File: src/rtl/ym3438_pkg.sv
// Shared YM3438 LFO definitions: slot count, bus widths, PM payload, AMS shift lookup.
package ym3438_pkg;

  localparam int unsigned SLOTS  = 24;
  localparam int unsigned SLOT_W = 5;
  localparam int unsigned LFO_W  = 7;
  localparam int unsigned AM_W   = 7;

  // Vibrato payload handed to the phase generator.
  typedef struct packed {
    logic       neg;
    logic [2:0] q;
    logic [2:0] pms;
  } lfo_pm_t;

  // AMS -> right shift of the 7-bit tremolo depth; 8 shifts everything out (no tremolo).
  function automatic logic [3:0] ams_shift(input logic [1:0] ams);
    logic [3:0] sh;
    case (ams)
      2'd0:    sh = 4'd8;
      2'd1:    sh = 4'd3;
      2'd2:    sh = 4'd1;
      default: sh = 4'd0;
    endcase
    return sh;
  endfunction

endpackage

File: src/rtl/ym3438_lfo_am_shape.sv
// Tremolo shaping: folds the held LFO count into a 0..63 triangle, doubles it and applies the AMS shift.
// Ports:
//   hold     in  7  snapshotted LFO counter
//   ams      in  2  channel AMS
//   am_out_c out 7  tremolo attenuation (combinational)
module ym3438_lfo_am_shape
  import ym3438_pkg::*;
(
  input  logic [LFO_W-1:0] hold,
  input  logic [1:0]       ams,
  output logic [AM_W-1:0]  am_out_c
);

  logic [5:0]      am_raw;
  logic [AM_W-1:0] am_full;

  always_comb begin
    // Lower half of the LFO period counts down, upper half counts up.
    am_raw   = hold[6] ? hold[5:0] : ~hold[5:0];
    am_full  = {am_raw, 1'b0};
    am_out_c = am_full >> ams_shift(ams);
  end

endmodule

File: src/rtl/ym3438_lfo_mod.sv
// LFO modulation: snapshots the LFO counter once per 24-slot cycle and pipelines per-slot
// tremolo (AM) and vibrato (PM) terms over two strobes.
// Ports:
//   MCLK      in   1  clock
//   IC        in   1  synchronous active-high reset
//   c1        in   1  slot strobe; all state advances only when set
//   fsm_sel23 in   1  last slot of the cycle (qualified by c1)
//   lfo_en    in   1  LFO enable
//   lfo_cnt   in   7  LFO counter
//   ams       in   2  AMS of the current slot's channel
//   pms       in   3  PMS of the current slot's channel
//   am_out    out  7  tremolo attenuation
//   pm_q      out  3  mirrored vibrato quarter-wave index
//   pm_neg    out  1  vibrato sign
//   pm_pms    out  3  pipelined PMS (0 = no vibrato)
//   slot_idx  out  5  slot matching the current outputs
module ym3438_lfo_mod
  import ym3438_pkg::*;
(
  input  logic              MCLK,
  input  logic              IC,
  input  logic              c1,
  input  logic              fsm_sel23,
  input  logic              lfo_en,
  input  logic [LFO_W-1:0]  lfo_cnt,
  input  logic [1:0]        ams,
  input  logic [2:0]        pms,
  output logic [AM_W-1:0]   am_out,
  output logic [2:0]        pm_q,
  output logic              pm_neg,
  output logic [2:0]        pm_pms,
  output logic [SLOT_W-1:0] slot_idx
);

  logic [SLOT_W-1:0] slot_cnt_q, slot_cnt_d;
  logic [LFO_W-1:0]  lfo_hold_q, lfo_hold_d;
  logic              hold_en_q, hold_en_d;
  logic [1:0]        a_ams_q, a_ams_d;
  logic [2:0]        a_pms_q, a_pms_d;
  logic [LFO_W-1:0]  a_hold_q, a_hold_d;
  logic              a_en_q, a_en_d;
  logic [SLOT_W-1:0] a_slot_q, a_slot_d;
  logic [AM_W-1:0]   am_out_q, am_out_d;
  lfo_pm_t           pm_q_q, pm_q_d;
  logic [SLOT_W-1:0] slot_idx_q, slot_idx_d;

  logic [AM_W-1:0]   am_shaped_c;
  logic [4:0]        p_c;

  ym3438_lfo_am_shape u_am_shape (
    .hold     (a_hold_q),
    .ams      (a_ams_q),
    .am_out_c (am_shaped_c)
  );

  // Next-state for snapshot, slot counter and both pipe stages.
  always_comb begin
    slot_cnt_d = slot_cnt_q;
    lfo_hold_d = lfo_hold_q;
    hold_en_d  = hold_en_q;
    a_ams_d    = a_ams_q;
    a_pms_d    = a_pms_q;
    a_hold_d   = a_hold_q;
    a_en_d     = a_en_q;
    a_slot_d   = a_slot_q;
    am_out_d   = am_out_q;
    pm_q_d     = pm_q_q;
    slot_idx_d = slot_idx_q;
    p_c        = a_hold_q[6:2];

    if (c1) begin
      // Resync on the last slot wins over the natural wrap.
      if (fsm_sel23) begin
        slot_cnt_d = '0;
        lfo_hold_d = lfo_en ? lfo_cnt : '0;
        hold_en_d  = lfo_en;
      end else if (slot_cnt_q == SLOT_W'(SLOTS - 1)) begin
        slot_cnt_d = '0;
      end else begin
        slot_cnt_d = slot_cnt_q + SLOT_W'(1);
      end

      a_ams_d  = ams;
      a_pms_d  = pms;
      a_hold_d = lfo_hold_q;
      a_en_d   = hold_en_q;
      a_slot_d = slot_cnt_q;

      // A disabled snapshot suppresses both tremolo and vibrato for that slot.
      am_out_d   = a_en_q ? am_shaped_c : '0;
      pm_q_d.q   = p_c[3] ? ~p_c[2:0] : p_c[2:0];
      pm_q_d.neg = p_c[4];
      pm_q_d.pms = a_en_q ? a_pms_q : 3'd0;
      slot_idx_d = a_slot_q;
    end
  end

  // State registers with synchronous reset.
  always_ff @(posedge MCLK) begin
    if (IC) begin
      slot_cnt_q <= '0;
      lfo_hold_q <= '0;
      hold_en_q  <= 1'b0;
      a_ams_q    <= '0;
      a_pms_q    <= '0;
      a_hold_q   <= '0;
      a_en_q     <= 1'b0;
      a_slot_q   <= '0;
      am_out_q   <= '0;
      pm_q_q     <= '0;
      slot_idx_q <= '0;
    end else begin
      slot_cnt_q <= slot_cnt_d;
      lfo_hold_q <= lfo_hold_d;
      hold_en_q  <= hold_en_d;
      a_ams_q    <= a_ams_d;
      a_pms_q    <= a_pms_d;
      a_hold_q   <= a_hold_d;
      a_en_q     <= a_en_d;
      a_slot_q   <= a_slot_d;
      am_out_q   <= am_out_d;
      pm_q_q     <= pm_q_d;
      slot_idx_q <= slot_idx_d;
    end
  end

  assign am_out   = am_out_q;
  assign pm_q     = pm_q_q.q;
  assign pm_neg   = pm_q_q.neg;
  assign pm_pms   = pm_q_q.pms;
  assign slot_idx = slot_idx_q;

endmodule

File: config.mk
export PLATFORM = sky130hd
export DESIGN_NAME = ym3438_lfo_mod
export DESIGN_NICKNAME = d
export VERILOG_FILES = /design/src/rtl/ym3438_pkg.sv /design/src/rtl/ym3438_lfo_am_shape.sv /design/src/rtl/ym3438_lfo_mod.sv
export SDC_FILE = /design/constraint.sdc
export NUM_CORES = 1
export LEC_CHECK = 0
export CORE_MARGIN = 4
export CORE_UTILIZATION = 25
export DETAILED_ROUTE_END_ITERATION = 8
export GPL_ROUTABILITY_DRIVEN = 0
export GPL_TIMING_DRIVEN = 1
export HOLD_SLACK_MARGIN = 0.02
export PLACE_DENSITY = 0.42
export SLEW_MARGIN = 20
export SYNTH_ARGS = -nofsm -noshare
export SYNTH_HDL_FRONTEND = slang
export SYNTH_SLANG_ARGS = --single-unit
File: constraint.sdc
create_clock -name MCLK -period 1.9 [get_ports MCLK]
set_input_delay 0.38 -clock MCLK [delete_from_list [all_inputs] [get_ports MCLK]]
set_output_delay 0.38 -clock MCLK [all_outputs]
set_load 0.02 [all_outputs]
After elaboration in Yosys (flattened, before gate mapping). Cells that the tools add are included.

Register bits: 50. Output and inout port bits: 19.

$add $sub $neg: 1. Equality and inequality tests: 3. Shift operators: 1. Multiplexer cells: 8. Bitwise logic cells: 2. Reduce and logical (&&, ||, !) cells: 2.

Operator list (count): 7-bit two-way mux (2); 4-bit one-hot mux with 3 select lines (1); 5-bit two-way mux (2); 7-bit by 4-bit right shift with 7-bit output (1); 3-bit two-way mux (2); 6-bit two-way mux (1); 6-bit inverter (1); 5-bit by 1-bit adder with 5-bit output (second input constant) (1); 5-bit == test (second input constant) (1); 3-bit inverter (1); 2-bit by 1-bit == test with 1-bit output (second input constant) (1); 2-bit == test (second input constant) (1); 2-bit zero test (1); 2-bit AND reduction (1).

Logic depth before layout (Yosys ltp). Gate-level depths: netlist of run 1.

Depth after elaboration: 4. Mapped depth: 7. Mapped depth without buffers: 6.

By module. Synthesis of run 1 repeated with hierarchy kept, for this count alone.

Cell total of the unflattened synthesis: 227. Area, all modules: 2222.1 um2.

By module, submodules not included: ym3438_lfo_mod (instances 1, cells an instance 191, area each 1890.6 um2); ym3438_lfo_am_shape (instances 1, cells an instance 36, area each 331.6 um2).

Worst setup path after synthesis of run 1. No wires, ideal clock.

Path kind: reg-to-reg. From: register a_ams_q[0]. To: register am_out_q[1] (netlist: am_out[1]). Library setup time: 96 ps. Arrival time: 1474 ps. Data required time: 1804 ps. Slack: 330 ps. Stages on the path, launching flop included: 8. Path buffers: 1. Cells stage by stage: dfxtp_1 > inv_1 > ha_1 > buf_2 > mux2i_1 > xor2_1 > mux2i_1 > o41ai_2.

Word-level cells in the longest chain between the ends: 4.

RTL lines: from (decl) (line ym3438_lfo_mod.sv:38) `logic [1:0] a_ams_q, a_ams_d;`; from (signal assigned) (line ym3438_lfo_mod.sv:116) `a_ams_q <= a_ams_d;`; 2-bit == test (tied with other cells) (line ym3438_pkg.sv:19) `case (ams)`; 4-bit one-hot mux with 3 select lines (*) (line ym3438_pkg.sv:19); 7-bit by 4-bit right shift with 7-bit output (*) (line ym3438_lfo_am_shape.sv:21) `am_out_c = am_full >> ams_shift(ams);`; 7-bit two-way mux (*) (line ym3438_lfo_mod.sv:90) `am_out_d = a_en_q ? am_shaped_c : '0;`; to (signal assigned) (line ym3438_lfo_mod.sv:121) `am_out_q <= am_out_d;`; to (decl) (line ym3438_lfo_mod.sv:43) `logic [AM_W-1:0] am_out_q, am_out_d;`.

Every way passes the cells marked *; elsewhere a longest branch is shown, timed or not. A chain may end at the register's enable or synchronous reset.

Worst setup path after layout of run 1. Ends and elaborated chain as after synthesis.

==> results.md, run 1 <==
* Global route total overflow at 0
* DRC at 0
* RSZ-0062 raised after global routing: no
* Worst Hold Class: in -> reg
* Row Count at 33
* Fillers at 866
* Final Hold Fails at 0
* Arr. time, crit path at 1.94 ns
* Die Span X at 100 um
* Via count at 1579
* Switching Share at 22.9%
* Adder-cell share of the synthesized area at 1.77%
* DP HPWL at 3240 um
* Fin crit share at 91.0%
* Hold-fix buffers, CTS at 0
* CTS tree: yes
* Slew @ Worst Pin at 0.482 ns
* NumNets Final at 278
* Crit Path Category: reg -> reg
* Dominant combinational cell family by area after synthesis: simple AND/OR/NAND/NOR gates
* Max frequency at 0.578 GHz
* TritonCTS Sinks at 50
* Final slew viol count at 0
* Number of vias per cell at 4.34
* PortBufs at 35
* Peak VDD IR at 0.234 mV
* H-tree Lvls at 2
* Final setup fails at 0
* Die footprint at 0.0100 mm2
* Area post-placement at 0.00253 mm2
* Synthesized area per cell at 9.34 um2
* Skew final at 0.00274 ns
* Register area share after synthesis at 47.2%
* Post-CTS sizing at 0
* Initial Utilization at 25.8%
* Final setup margin at 0.171 ns
* Distinct cells, synth at 30
* Area of the multi-input gates at 993 um2
* Reg clk slew, reported paths at 0.09 ns
* Final instance area at 0.00264 mm2
* Flop pwr share at 53.9%
* Yosys warnings at 0
* Vias in the first global route at 1520
* Critical path endpoint category: flip-flop
* Internal power at 1.55 mW
* I/O pin total at 36
* Die height at 100 um
* Status: complete, no violations
* Mux cell area share after synthesis at 14.6%
* Synthesized net count at 247
* Final wirelength at 4610 um
* Most frequent cells in the layout: dfxtp_1 (50), nor2_1 (36), clkdlybuf4s50_1 (33)
* Synth Instances at 227
* Worst Path Max Fanout at 7
* Switching power at 0.460 mW
* Commonest non-fill, non-tap cell in the layout: dfxtp_1
* CP startpoint kind: flip-flop
* Root Driver: clkbuf_8
* Post-Synth Simple-Gate Area at 16.3%
* Global-route wire length before repair at 7670 um
* DRT iter0 DRCs at 54
* DRT antenna net count at 0
* Largest net degree at the start of global routing at 30
* First drt pass iteration count at 4
* Pre-CTS setup slack at 0.0945 ns
* Ant. Diodes at 0
* Data required, critical path at 2.11 ns
* Total track usage at 9.56%
* Pwr/cell area at 762 mW/mm2
* Avg WL per Cell at 12.7 um
* Leakage at 0.985 nW
* Area of the core at 0.00822 mm2
* Post-route minimum period at 1.73 ns
* CTS Buffer Depth at 2
* Area delta synth->final at 24.4%
* Share of cells above drive strength 1 at 6.95%
* Max Cap Viol at 0
* TritonCTS Buffers at 5
* Seq. cell area at 0.00100 mm2
* Total Negative Setup Slacks at 0 ns
* Mapped Area at 0.00212 mm2
* Yosys reg bits at 50
* Worst skew pair latency at 0.30 ns
* Compound-cell area share of the yosys netlist at 10.0%
* Clk pwr share at 36.8%
* Post-synthesis xor/xnor area fraction at 4.13%
* Postcts setup bufs at 0
* Comb power frac at 9.3%
* Slew Limit Headroom at 67.6%
* Fin Hold WS at 0.409 ns
* Antenna violations before repair at 0
## cell families after synthesis
| family | after synthesis |
|---|---|
| DFF | 50 |
| adders and majority gates | 3 |
| buffers and inverters | 22 |
| muxes | 31 |
| AOI/OAI and AO/OA | 30 |
| and+or+nand+nor | 81 |
| xor gates and xnor gates | 10 |
## metal layers
| layer | track usage [%] | wire (um) | up-vias |
|---|---|---|---|
| li1 | - | - | 835 |
| met1 | 14.0 | 2380 | 709 |
| met2 | 13.8 | 2000 | 31 |
| met3 | 2.50 | 209 | 4 |
| met4 | 2.80 | 23 | 0 |
| met5 | 0 | 0 | - |
## state kept, by name, summed over array words and instances (netlist names), 5 cells and up
signal      count
lfo_hold_q      7
am_out          7
a_slot_q        5
slot_idx        5
slot_cnt_q      5
a_hold_q        7
## worst paths after layout
path / slack (ns) / startpoint / cells past startpoint / end
worst max-delay path: 0.17 / a_ams_q[0] / 6 / am_out[1]
worst min-delay path: 0.41 / IC / 4 / am_out[3]
worst max register to register: 0.17 / a_ams_q[0] / 6 / am_out[1]
worst min register to register: 0.44 / am_out[2] / 2 / am_out[2]
## final cells by class
type                    instances  share of cell area, %
flip-flops and latches         50                   38.0
clock inverters                 1                   1.14
repair buffers                 41                   14.6
clock buffers                   7                   2.90
well taps                     105                   4.98
inverters                       5                  0.712
multi-input cells             155                   37.7
## synth_stat cells
cell type	count	area (um2)
and2_4	1	8.76
xor2_1	6	52.6
inv_1	4	15.0
clkbuf_8	1	13.8
a22oi_1	4	30.0
ha_1	3	37.5
buf_4	1	7.51
o41ai_2	1	16.3
a21oi_1	15	75.1
a32oi_1	1	8.76
a31oi_1	1	6.26
a41oi_1	1	8.76
inv_2	1	3.75
nor4_1	2	12.5
nor4b_1	2	17.5
buf_2	5	25.0
xnor2_1	4	35.0
mux2i_1	31	310
o21ai_0	2	10.0
a311oi_4	1	26.3
nand2_1	24	90.1
nand3_1	14	70.1
and2_1	1	6.26
nor2_1	36	135
dfxtp_1	50	1000
a311oi_1	1	8.76
nor3_1	1	5.00
buf_6	3	33.8
a211oi_1	3	22.5
clkbuf_1	7	26.3
## per-stage QoR
stage          std cells  total power, mW  util, %
6_report             364             2.01     32.1
5_1_grt              364             2.10     32.1
4_1_cts              364             2.04     32.1
3_5_place_dp         356             1.30     30.8
3_3_place_gp         356             1.30     30.8
2_1_floorplan        227             1.23        -
## worst max-delay path: stages (launching register included)
cell and delay (ns):
dfxtp_1 0.36, inv_1 0.05, ha_1 0.45, mux2i_1 0.26, xor2_1 0.22, mux2i_1 0.11, o41ai_2 0.18
## power groups by stage
stage          clock [mW]  sequential [mW]  combinational (mW)
6_report            0.739             1.08               0.186
5_1_grt             0.807             1.09               0.206
4_1_cts             0.770             1.08               0.189
3_5_place_dp            0             1.11               0.189
3_3_place_gp            0             1.11               0.189
2_1_floorplan           0             1.11               0.122
No activity file was read; power rests on OpenSTA's default activity.
==> run 2, diff against run 1 <==
==> constraint.sdc (replaced) <==
create_clock -name MCLK -period 1.87 [get_ports MCLK]
set_input_delay 0.374 -clock MCLK [delete_from_list [all_inputs] [get_ports MCLK]]
set_output_delay 0.374 -clock MCLK [all_outputs]
set_load 0.02 [all_outputs]
==> results.md, run 2 (synthesized netlist as in run 1, its figures left out) <==
* Worst Hold Class: in -> reg
* Antenna violations before repair at 0 (unchanged)
* Placed Instances at 357 (+0.28%)
* Total Negative Setup Slacks at 0 ns (unchanged)
* Area of the core at 0.00822 mm2 (unchanged)
* Hold path start: IC
* Root Driver: clkbuf_8
* Largest net degree at the start of global routing at 30 (unchanged)
* Commonest non-fill, non-tap cell in the layout: dfxtp_1
* Max Cap Viol at 0 (unchanged)
* Post-route minimum period at 1.67 ns (-0.0572 ns)
* Worst Setup SP: a_ams_q[1]
* H-tree Lvls at 2 (unchanged)
* Crit path largest cell delay at 0.43 ns (-0.02 ns)
* CP startpoint kind: flip-flop
* Cell Chain, Critical Path: inv_1, ha_2, mux2i_1, xor2_1, mux2i_1, o41ai_2
* CTS Buffer Depth at 2 (unchanged)
* Data required, critical path at 2.08 ns (-0.03 ns)
* DRT antenna net count at 0 (unchanged)
* Final Hold Fails at 0 (unchanged)
* R2R Path Start: a_ams_q[1]
* Arr. time, crit path at 1.88 ns (-0.06 ns)
* Area delta synth->final at 25.0%
* Status: complete, no violations
* RSZ-0062 raised after global routing: no
* Slew Limit Headroom at 65.0% (-2.6 points)
* Max frequency at 0.598 GHz (+3.4%)
* TritonCTS Buffers at 5 (unchanged)
* Worst Path Max Fanout at 7 (unchanged)
* Total track usage at 9.88% (+0.31 points)
* Hold-fix buffers, CTS at 0 (unchanged)
* Ant. Diodes at 0 (unchanged)
* Die height at 100 um (unchanged)
* PortBufs at 35 (unchanged)
* Global route total overflow at 0 (unchanged)
* Share of cells above drive strength 1 at 8.08% (+1.1 points)
* NumNets Final at 279 (+0.36%)
* Number of vias per cell at 4.30 (-0.91%)
* Row Count at 33 (unchanged)
* Peak VDD IR at 0.317 mV (+35%)
* Critical path endpoint category: flip-flop
* Worst path slowest cell: ha_2
* Worst skew pair latency at 0.30 ns (about the same)
* Final wirelength at 4600 um (-0.41%)
* Vias in the first global route at 1546 (+1.7%)
* Final slew viol count at 0 (unchanged)
* Via count at 1569 (-0.63%)
* Pwr/cell area at 778 mW/mm2 (+2.2%)
* I/O pin total at 36 (unchanged)
* CTS tree: yes
* Final setup fails at 0 (unchanged)
* Crit Path Category: reg -> reg
* Initial Utilization at 25.8% (unchanged)
* DRT iter0 DRCs at 65 (+20%)
* First drt pass iteration count at 4 (unchanged)
* Die footprint at 0.0100 mm2 (unchanged)
* Die Span X at 100 um (unchanged)
* DRC at 0 (unchanged)
* DP HPWL at 3240 um (about the same)
* Fillers at 875 (+1.0%)
* Postcts setup bufs at 0 (unchanged)
* Avg WL per Cell at 12.6 um (-0.68%)
* Layout Cells excl Fill at 365 (+0.27%)
* Reg clk slew, reported paths at 0.10 ns (about the same)
* Most frequent cells in the layout: dfxtp_1 (50), nor2_1 (36), clkdlybuf4s50_1 (33)
* Slew @ Worst Pin at 0.521 ns (+0.0389 ns)
* Most frequent cell on the critical path: mux2i_1
* Fin crit share at 89.4% (-1.6 points)
* Skew final at 0.00594 ns (+0.00320 ns)
* TritonCTS Sinks at 50 (unchanged)
* Global-route wire length before repair at 7860 um (+2.5%)
* Leakage at 0.988 nW (+0.27%)
-- run 2: cell types whose count changed in the layout (fill, tap and decap cells not counted), sizes merged --
cell,before,now
clkbuf,7,6
clkinvlp,0,1
buf,8,9
-- run 2: worst max-delay path, delay by kind of cell, from the launching register on --
family	cells	cell delay [ns]
AOI/OAI and AO/OA	1	0.18
adders and majority gates	1	0.43
muxes	2	0.36
DFF	1	0.34
xor gates and xnor gates	1	0.22
buffers and inverters	1	0.06
-- run 2: area by class of cell --
type / count / area, um2 / area share, %
clock buffers: 6 / 72.6 / 2.74
clock inverters: 2 / 37.5 / 1.42
inverters: 5 / 18.8 / 0.708
multi-input cells: 155 / 996 / 37.6
flip-flops and latches: 50 / 1000 / 37.8
well taps: 105 / 131 / 4.96
repair buffers: 42 / 393 / 14.8
-- run 2: per-stage QoR --
step | area (um2) | hold WS, ns | power [mW] | utilization [%] | setup slack (ns)
detailed placement | 2540 | 0.428 | 1.32 | 30.9 | 0.0699
floorplan | 2120 | 0.432 | 1.25 | - | 0.300
global route | 2650 | 0.414 | 2.17 | 32.3 | 0.0555
global placement | 2540 | 0.429 | 1.32 | 30.9 | 0.103
finish | 2650 | 0.393 | 2.06 | 32.3 | 0.198
CTS | 2650 | 0.395 | 2.10 | 32.2 | 0.119
-- run 2: what timing repair did --
| action | CTS | global route |
|---|---|---|
| gates resized for setup | 0 | 1 |
| endpoints found under the setup margin | 0 | 3 |
| endpoints found under the hold margin | 0 | 0 |
-- run 2: where the power goes --
group	switching, mW	total [mW]	leakage [nW]	internal [mW]
registers	0.0156	1.10	0.405	1.09
clock network	0.369	0.768	0.0514	0.400
logic	0.103	0.193	0.531	0.0903
total	0.487	2.06	0.988	1.58
-- run 2: path summary, 6_finish.rpt --
check	to	slack [ns]	cells past startpoint
setup / recovery	am_out[1]	0.20	6
hold / removal	am_out[3]	0.39	4
setup reg to reg	am_out[1]	0.20	6
hold reg to reg	am_out[3]	0.44	2
-- run 2: per-layer routing --
metal | GRT usage, % | wire length, um | vias up
met5 | 0 | 0 | -
met3 | 2.50 | 181 | 5
li1 | - | - | 832
met4 | 2.80 | 61 | 0
met2 | 14.3 | 1960 | 33
met1 | 14.5 | 2390 | 699
